$ cat src/rtl/fetch_sequencer.sv
// Instruction-fetch controller: owns the PC, registers fetched words into a valid/ready stage,
// honours redirects and runs START_PC..DEPTH-1 to done. Optional macro FETCH_WRAP_EN loops the program.
module fetch_sequencer #(
    parameter int AW       = 3,
    parameter int DEPTH    = 5,
    parameter int START_PC = 0,
    parameter int CW       = 8
) (
    input  logic          clk,
    input  logic          rst,
    input  logic          start,
    output logic [AW-1:0] imem_addr,
    input  logic [31:0]   imem_rd,
    output logic [31:0]   inst,
    output logic [AW-1:0] inst_pc,
    output logic          inst_valid,
    input  logic          inst_ready,
    input  logic          redirect,
    input  logic [AW-1:0] redirect_pc,
    output logic          done,
    output logic          fault,
    output logic [CW-1:0] retired,
    output logic [1:0]    state
);

    localparam logic [1:0] IDLE  = 2'd0;
    localparam logic [1:0] FETCH = 2'd1;
    localparam logic [1:0] DRAIN = 2'd2;
    localparam logic [1:0] DONE  = 2'd3;

    localparam logic [AW-1:0] START_V   = AW'(START_PC);
    localparam logic [AW-1:0] LAST_PC   = AW'(DEPTH - 1);
    // One extra bit so DEPTH == 2**AW still compares correctly against a redirect target.
    localparam logic [AW:0]   DEPTH_EXT = (AW + 1)'(DEPTH);
    localparam logic [CW-1:0] RET_MAX   = {CW{1'b1}};

    logic [AW-1:0] pc;
    logic          handshake;
    logic          capture;
    logic          target_ok;
    logic          active;

    // Output stage: inst/inst_pc are stable while inst_valid && !inst_ready; a word moves to
    // decode only at a rising edge with inst_valid && inst_ready, and is never withdrawn except by
    // redirect or reset.
    assign handshake = inst_valid && inst_ready;
    assign capture   = !inst_valid || inst_ready;
    assign target_ok = {1'b0, redirect_pc} < DEPTH_EXT;
    assign active    = (state == FETCH) || (state == DRAIN);
    assign imem_addr = pc;

    always_ff @(posedge clk or negedge rst) begin
        if (!rst) begin
            state      <= IDLE;
            pc         <= '0;
            inst       <= '0;
            inst_pc    <= '0;
            inst_valid <= 1'b0;
            done       <= 1'b0;
            fault      <= 1'b0;
        end else if (active && redirect) begin
            inst_valid <= 1'b0;
            if (target_ok) begin
                pc    <= redirect_pc;
                state <= FETCH;
            end else begin
                state <= DONE;
                done  <= 1'b1;
                fault <= 1'b1;
            end
        end else begin
            case (state)
                IDLE, DONE: begin
                    if (start) begin
                        state <= FETCH;
                        pc    <= START_V;
                        done  <= 1'b0;
                        fault <= 1'b0;
                    end
                end
                FETCH: begin
                    if (capture) begin
                        inst       <= imem_rd;
                        inst_pc    <= pc;
                        inst_valid <= 1'b1;
                        if (pc == LAST_PC) begin
`ifdef FETCH_WRAP_EN
                            pc <= '0;
`else
                            state <= DRAIN;
`endif
                        end else begin
                            pc <= pc + AW'(1);
                        end
                    end
                end
                DRAIN: begin
                    if (handshake) begin
                        inst_valid <= 1'b0;
                        state      <= DONE;
                        done       <= 1'b1;
                    end
                end
                default: state <= IDLE;
            endcase
        end
    end

    // A handshake coincident with a redirect still counts; start clears only from IDLE/DONE.
    always_ff @(posedge clk or negedge rst) begin
        if (!rst) begin
            retired <= '0;
        end else if (!active && start) begin
            retired <= '0;
        end else if (handshake && (retired != RET_MAX)) begin
            retired <= retired + CW'(1);
        end
    end

endmodule
$ cat config.mk
export PLATFORM = sky130hd
export DESIGN_NAME = fetch_sequencer
export DESIGN_NICKNAME = d
export VERILOG_FILES = /design/src/rtl/fetch_sequencer.sv
export SDC_FILE = /design/constraint.sdc
export NUM_CORES = 1
export LEC_CHECK = 0
export ABC_CLOCK_PERIOD_IN_PS = 4600
export CORE_AREA = 10 10 101 103
export CTS_CLUSTER_DIAMETER = 30
export DETAILED_ROUTE_END_ITERATION = 16
export DIE_AREA = 0 0 111 113
export PLACE_DENSITY = 0.6
export SLEW_MARGIN = 15
export SYNTH_ARGS = -nofsm -noshare
export SYNTH_HDL_FRONTEND = slang
export SYNTH_SLANG_ARGS = --single-unit
$ cat constraint.sdc
create_clock -name clk -period 4.6 [get_ports clk]
set_clock_uncertainty 0.05 [all_clocks]
set_input_delay 0.69 -clock clk [delete_from_list [all_inputs] [get_ports clk]]
set_output_delay 0.69 -clock clk [all_outputs]
set_load 0.03 [all_outputs]
==> results.json <==
{
  "worst_setup_path_end_kind": "flop",
  "crit_fanout": 38,
  "grt_pass1_wl_mm": 9.61,
  "syn_area_um2": 2400,
  "fp.dieArea_um2": 12500,
  "synth_top_cells_by_count": "dfrtp_1 (51), mux2_2 (18), nand2_1 (18)",
  "fin_util_pct": 43.0,
  "grtUsageTotal_pct": 9.17,
  "fin_area_um2": 3500,
  "die_width_um": 111,
  "diodes": 0,
  "m1WireLength_mm": 2.57,
  "die_h_um": 113,
  "synth.area.top_cells": "dfrtp_1 (53%), mux2_4 (9.4%), mux2_2 (8.4%), ha_1 (3.1%), nand2_1 (2.8%)",
  "wl_met3_um": 408,
  "vias": 1719,
  "numCtsBuffers": 5,
  "synth-edff-count": 0,
  "nets": 320,
  "postRouteAntennaNets": 0,
  "grt_pass1_vias": 1836,
  "worst_slew_margin_rel_pct": 31.3,
  "worstHoldPathType": "in -> async",
  "arrival_ns": 2.87,
  "yosysMostFrequentCell": "dfrtp_1",
  "period_share_pct": 59.4,
  "clk_latency_ns": 0.30,
  "cts_sinks": 51,
  "top_layer": "met4",
  "n_fill_cell": 796,
  "layout-drive-gt1-share_pct": 20.0,
  "yosys_warnings": 0,
  "clk_pin_slew_ns": 0.10,
  "hold_buffers": 0,
  "placed_area_um2": 3380,
  "irDropWorstVdd_mv": 0.308,
  "required_ns": 4.74,
  "grt_overflow": 0,
  "io_buffer_count": 90,
  "crit_buf_inv": 1,
  "post_cts_buffers": 0,
  "post_cts_resize_count": 0,
  "reg2reg_slack_ns": 1.87,
  "power_density_nw_per_um2": 769,
  "slowest_delay_ns": 0.78,
  "hold_violations": 0,
  "slowest_stage": "nand3_2",
  "initial_core_util_pct": 29.6,
  "netlist_instances": 182,
  "met2_length_mm": 2.81,
  "cts_tree": "yes",
  "p_seq_share_pct": 28.7,
  "synth_largest_area_cell": "dfrtp_1",
  "row_count": 33,
  "clockBufferDepth": 2,
  "rsz0062_at_grt": "false",
  "cts_root_buffer": "clkbuf_8",
  "setup_tns_ns": 0,
  "synth.yosys.seq_area_share_pct": 53.1,
  "cap_viol_max_count": 0,
  "ys_types": 43,
  "status": "complete, no violations",
  "drt_wl_total_mm": 5.82,
  "leakage_uw": 0.00150,
  "pwr-share-clk_pct": 12.4,
  "cellInternalPower_uw": 1600,
  "fin_crit_ns": 2.73,
  "wl_per_cell_um": 15.3,
  "core_area_um2": 8130,
  "synth_seq_cells": 51,
  "drv_slew": 0,
  "dr.first_iter.drc_count": 36,
  "dr.pass1.iters": 4,
  "hpwl_mm": 4.47,
  "comb_power_share_pct": 58.9,
  "swShare_pct": 40.7,
  "num_io_pins": 91,
  "drc": 0,
  "synth_top_area_share_pct": 53.1,
  "setup_viol": 0,
  "worstSetupStartpointType": "flop",
  "htree_levels": 2,
  "synthArstFlopShare_pct": 100,
  "p_switching_uw": 1100,
  "grt_antenna_before_repair": 0,
  "place.gp.congestion": 0.753,
  "ys.flop_type": "dfrtp_1",
  "area_growth_pct": 45.5,
  "critPathKind": "reg -> reg",
  "crit_family": "simple AND/OR/NAND/NOR gates",
  "syn-num-nets": 228,
  "avgSynthCellArea_um2": 13.2,
  "grt_max_degree": 52,
  "fmax_mhz": 366,
  "via_per_inst": 4.52,
  "path_cells": "inv_1, ha_1, nand2b_4, nand3_2, mux2_4",
  "tightestPinTransition_ns": 1.03
}
[sequential cells by signal, summed over array words and instances (netlist names)]
name / flops
state: 2
imem_addr: 3
retired: 8
inst: 32
fault: 1
inst_valid: 1
inst_pc: 3
done: 1
[per-layer routing]
| layer | track usage (%) | vias up |
|---|---|---|
| li1 | - | 827 |
| met1 | 10.8 | 835 |
| met2 | 15.3 | 53 |
| met3 | 3.80 | 4 |
| met4 | 2.08 | 0 |
| met5 | 0 | - |
[power by group through the flow]
stage	logic, uW	registers [uW]	clock network [uW]
detailed placement	1610	782	0
floorplan	689	1160	0
CTS	1620	775	353
global route	1700	804	367
finish	1590	772	335
global placement	1600	777	0
[through the flow]
step | hold slack [ns] | std cells | setup slack, ns | power [uW]
6_report | 0.435 | 380 | 1.87 | 2690
5_1_grt | 0.478 | 380 | 1.61 | 2870
3_5_place_dp | 0.425 | 372 | 1.54 | 2400
3_3_place_gp | 0.419 | 372 | 1.57 | 2380
4_1_cts | 0.447 | 380 | 1.78 | 2740
2_1_floorplan | 0.344 | 182 | 2.55 | 1850
[kinds of logic (layout without fill, tap and decap cells)]
kind of cell / count (synthesis) / count (layout) / synth area share, %
flip-flops: 51 / 51 / 53.1
AND/OR/NAND/NOR: 40 / 40 / 9.31
multiplexers: 37 / 37 / 19.6
AO/OA/AOI/OAI: 32 / 32 / 10.2
buffers and inverters: 13 / 106 / 3.64
adder cells (fa/ha/maj): 6 / 6 / 3.12
XOR/XNOR: 3 / 3 / 1.09
[cell usage in the layout, fill, tap and decap left out, drive strengths merged, types with 3 or more instances in the layout]
cell           count
nand2b             3
mux2              35
clkbuf             6
o31ai              3
nor2               4
dfrtp             51
ha                 6
a21oi              6
and2               3
inv                8
nand2             19
xor2               3
clkdlybuf4s50     89
o21ai             11
[layout make-up]
cell class              count  area (um^2)  share of cell area, %
repair buffers             91          903                   25.8
well taps                 105          131                   3.75
clock buffers               6         82.6                   2.36
clock inverters             2         38.8                   1.11
multi-input cells         118         1040                   29.7
flip-flops and latches     51         1280                   36.5
inverters                   7         26.3                  0.751
[worst paths after layout]
path | cells after the start | from | end
worst max-delay path | 5 | state[0] | inst[6]
worst min-delay path | 2 | rst | done
worst max register to register | 5 | state[0] | inst[6]
worst min register to register | 2 | inst_pc[2] | inst_pc[2]
max in group asynchronous | 2 | rst | inst[7]
min in group clk | 2 | inst_pc[2] | inst_pc[2]
(Power assumes the default switching activity.)
==> variant 1 (config.mk and constraints unchanged) <==
Make the reset (`rst`) synchronous in 2 clocked blocks.
--- a/src/rtl/fetch_sequencer.sv
+++ b/src/rtl/fetch_sequencer.sv
@@ -50,5 +50,5 @@
     assign imem_addr = pc;
 
-    always_ff @(posedge clk or negedge rst) begin
+    always_ff @(posedge clk) begin
         if (!rst) begin
             state      <= IDLE;
@@ -108,5 +108,5 @@
 
     // A handshake coincident with a redirect still counts; start clears only from IDLE/DONE.
-    always_ff @(posedge clk or negedge rst) begin
+    always_ff @(posedge clk) begin
         if (!rst) begin
             retired <= '0;
Behaviour: differs if rst is asserted again (counterexample within 4 cycles, from zero or initial values and one cycle with rst low); with rst held inactive, the same outputs for 4 cycles.
==> variant 1 against the unedited design <==
- design area fell by 4.9%
- setup slack better by 0.11 ns
- hold slack lost 0.024 ns
- area after synthesis is 8.0% lower
- wire length grew 9.3%
- sequential cell count unchanged
- first-iteration DRC count increased to 3.2 times the old value
- final cell count grew 21%
- count of clock-buffer cells in the layout is 1 lower
- critical path type unchanged
Power is not compared: it rests on default switching activity, and its combinational part moved more than twofold at a synthesized area within 25%.
==> variant 1: results <==
{
  "crit_slowest_cell": "nand3_1",
  "timing.fmax_mhz": 381,
  "dpl_cell_area_sq_um": 3210,
  "synth_cell_types": 39,
  "grt_pass1_vias": 1996,
  "use_met1_pct": 12.7,
  "gp_congestion": 0.796,
  "clkTransAtPathRegs_ns": 0.10,
  "clkCellAreaFrac_pct": 3.50,
  "hold_class": "reg2reg",
  "synth_nets": 312,
  "multi_input_area_sq_um": 1120,
  "routed-wl-met3_um": 382,
  "wire_per_inst_um": 13.9,
  "seq_area_share_pct": 30.7,
  "cp_max_fo": 24,
  "via_count": 2046,
  "wl_met1_um": 2930,
  "post-route-util_pct": 40.9,
  "cp_top_family": "simple AND/OR/NAND/NOR gates",
  "synth_area_leader_cell": "dfxtp_1",
  "placed_cells_incl_taps": 451,
  "grt.met2_usage_pct": 16.1,
  "syn_area_per_cell_sq_um": 8.32,
  "whs_ns": 0.411,
  "grt_pass1_wl_um": 10500,
  "cpPeakStageDelay_ns": 0.73,
  "r2r_setup_slack_ns": 1.98,
  "synth-seq-area-share_pct": 46.2,
  "outcome": "finished clean",
  "crit_arrival_ns": 2.77,
  "dr_wl_met2_um": 3010,
  "signal_buffer_area_fraction_pct": 27.7,
  "fill_cells": 822,
  "nNetsFinal": 399,
  "dp_hpwl_um": 4750,
  "worstMarginPinSlew_ns": 0.970,
  "inverters_excl_clock": 5,
  "netlist_top_cells_count": "88 x nand2_1, 51 x dfxtp_1, 30 x a21boi_1, 11 x nor2_1",
  "clkbuf_count": 5,
  "clockBufferDepth": 2,
  "netlist_top_cells_area": "dfxtp_1 46%, nand2_1 15%, a21boi_1 10%",
  "use_met3_pct": 3.12,
  "multi_input_gates": 197,
  "synthArstFlopShare_pct": 0,
  "grt_max_degree": 51,
  "grt_use_total_pct": 9.95
}
## variant 1: changes by cell type in the layout (fill, tap and decap cells not counted), sizes merged, moves of 5 or more
cell    before  now
nand2       19   88
dfrtp       51    0
dfxtp        0   51
a21boi       1   38
mux2        35    0
nor2         4   11
a21oi        6    0
o21ai       11    6
## variant 1: final timing paths
path	from	end	cells after the start
hold reg to reg	inst[21]	inst[21]	2
setup reg to reg	state[0]	inst[8]	7
hold / removal	inst[21]	inst[21]	2
setup / recovery	state[0]	inst[8]	7
## variant 1: cell families after synthesis
group                      count (synthesis)  synth area share, %
adders and majority gates                  6                 3.39
muxes                                      4                 1.81
DFF                                       51                 46.2
xor gates and xnor gates                   5                 1.98
AOI/OAI and AO/OA                         54                 18.1
buffers and inverters                     18                 3.34
and+or+nand+nor                          128                 25.2
## variant 1: power breakdown
group | internal [uW] | switching, uW
logic | 309 | 466
registers | 530 | 62.3
clock network | 165 | 155
total | 1000 | 683
==> variant 2 (same settings) <==
Made on the original files. The option `FETCH_WRAP_EN` is turned on by a define.
--- a/src/rtl/fetch_sequencer.sv
+++ b/src/rtl/fetch_sequencer.sv
@@ -1,4 +1,6 @@
 // Instruction-fetch controller: owns the PC, registers fetched words into a valid/ready stage,
 // honours redirects and runs START_PC..DEPTH-1 to done. Optional macro FETCH_WRAP_EN loops the program.
+`define FETCH_WRAP_EN
+
 module fetch_sequencer #(
     parameter int AW       = 3,
Check against the original RTL: not equivalent (a bounded check fails within 4 cycles, from zero or initial values and one cycle with rst low).
==> variant 2 against the unedited design <==
- count of clock-buffer cells in the layout is the same
- wire length grew 3.2%
- design area grew 1.2%
- total power shrank 3.5%
- area after synthesis grew 1.8%
- utilization grew 0.51 points
- die area is the same
- via count grew 0.81%
- sequential cell count is the same
- setup slack gained 0.46 ns
- sequential power grew 2%
- critical endpoint is now retired[3]
- highest routed layer unchanged
==> variant 2: results <==
{
  "grt.met2_usage_pct": 15.1,
  "wl_met1_um": 2740,
  "wl_um": 6000,
  "reg2reg_to": "inst[20]",
  "dr_wl_met2_um": 2850,
  "final_cells": 382,
  "worstMarginPinSlew_ns": 0.660,
  "drive_above_1_share_pct": 19.1,
  "dp_hpwl_um": 4520,
  "ir_drop_v": 0.000280,
  "viasPerCell": 4.54,
  "outcome": "finished clean",
  "netlist_top_cells_area": "dfrtp_1 52%, mux2_4 18%, ha_1 3.6%",
  "use_met3_pct": 3.38,
  "placed_cells_incl_taps": 374,
  "grt_pass1_vias": 1865,
  "cp_top_family": "buffers and inverters",
  "drtIter0Drc": 37,
  "seqPwrFrac_pct": 30.2,
  "hold_class": "reg2reg",
  "synth_nets": 229,
  "p_total_uw": 2600,
  "netlist_top_cells_count": "51 x dfrtp_1, 30 x mux2_4, 9 x a21oi_1, 8 x nor2_1",
  "crit_slowest_cell": "clkdlybuf4s50_1",
  "routed-wl-met3_um": 378
}
[variant 2: how the worst max path moves through the flow]
| stage | startpoint | end | slack (ns) | cells after the start |
|---|---|---|---|---|
| final | retired[3] | retired[3] | 2.33 | 1 |
| after global routing | retired[3] | retired[3] | 2.26 | 1 |
| after CTS | retired[7] | retired[7] | 2.33 | 1 |
| after detailed placement | inst_ready | inst[22] | 2.14 | 4 |
| after global placement | inst_ready | inst[21] | 2.17 | 4 |
| after floorplan | state[0] | inst[0] | 2.46 | 7 |
[variant 2: final cells by class]
class / count / area share [%]
multi-input combinational: 120 / 30.6
clock buffer: 6 / 2.33
tap: 105 / 3.71
inverter: 7 / 0.742
timing repair buffer: 91 / 25.5
sequential: 51 / 36.0
clock inverter: 2 / 1.10
[variant 2: logic make-up after synthesis]
logic type	share of synthesized area, %
adders and majority gates	3.58
xor gates and xnor gates	0.358
buffers and inverters	3.68
AOI/OAI and AO/OA	7.61
DFF	52.1
muxes	21.5
and+or+nand+nor	11.1
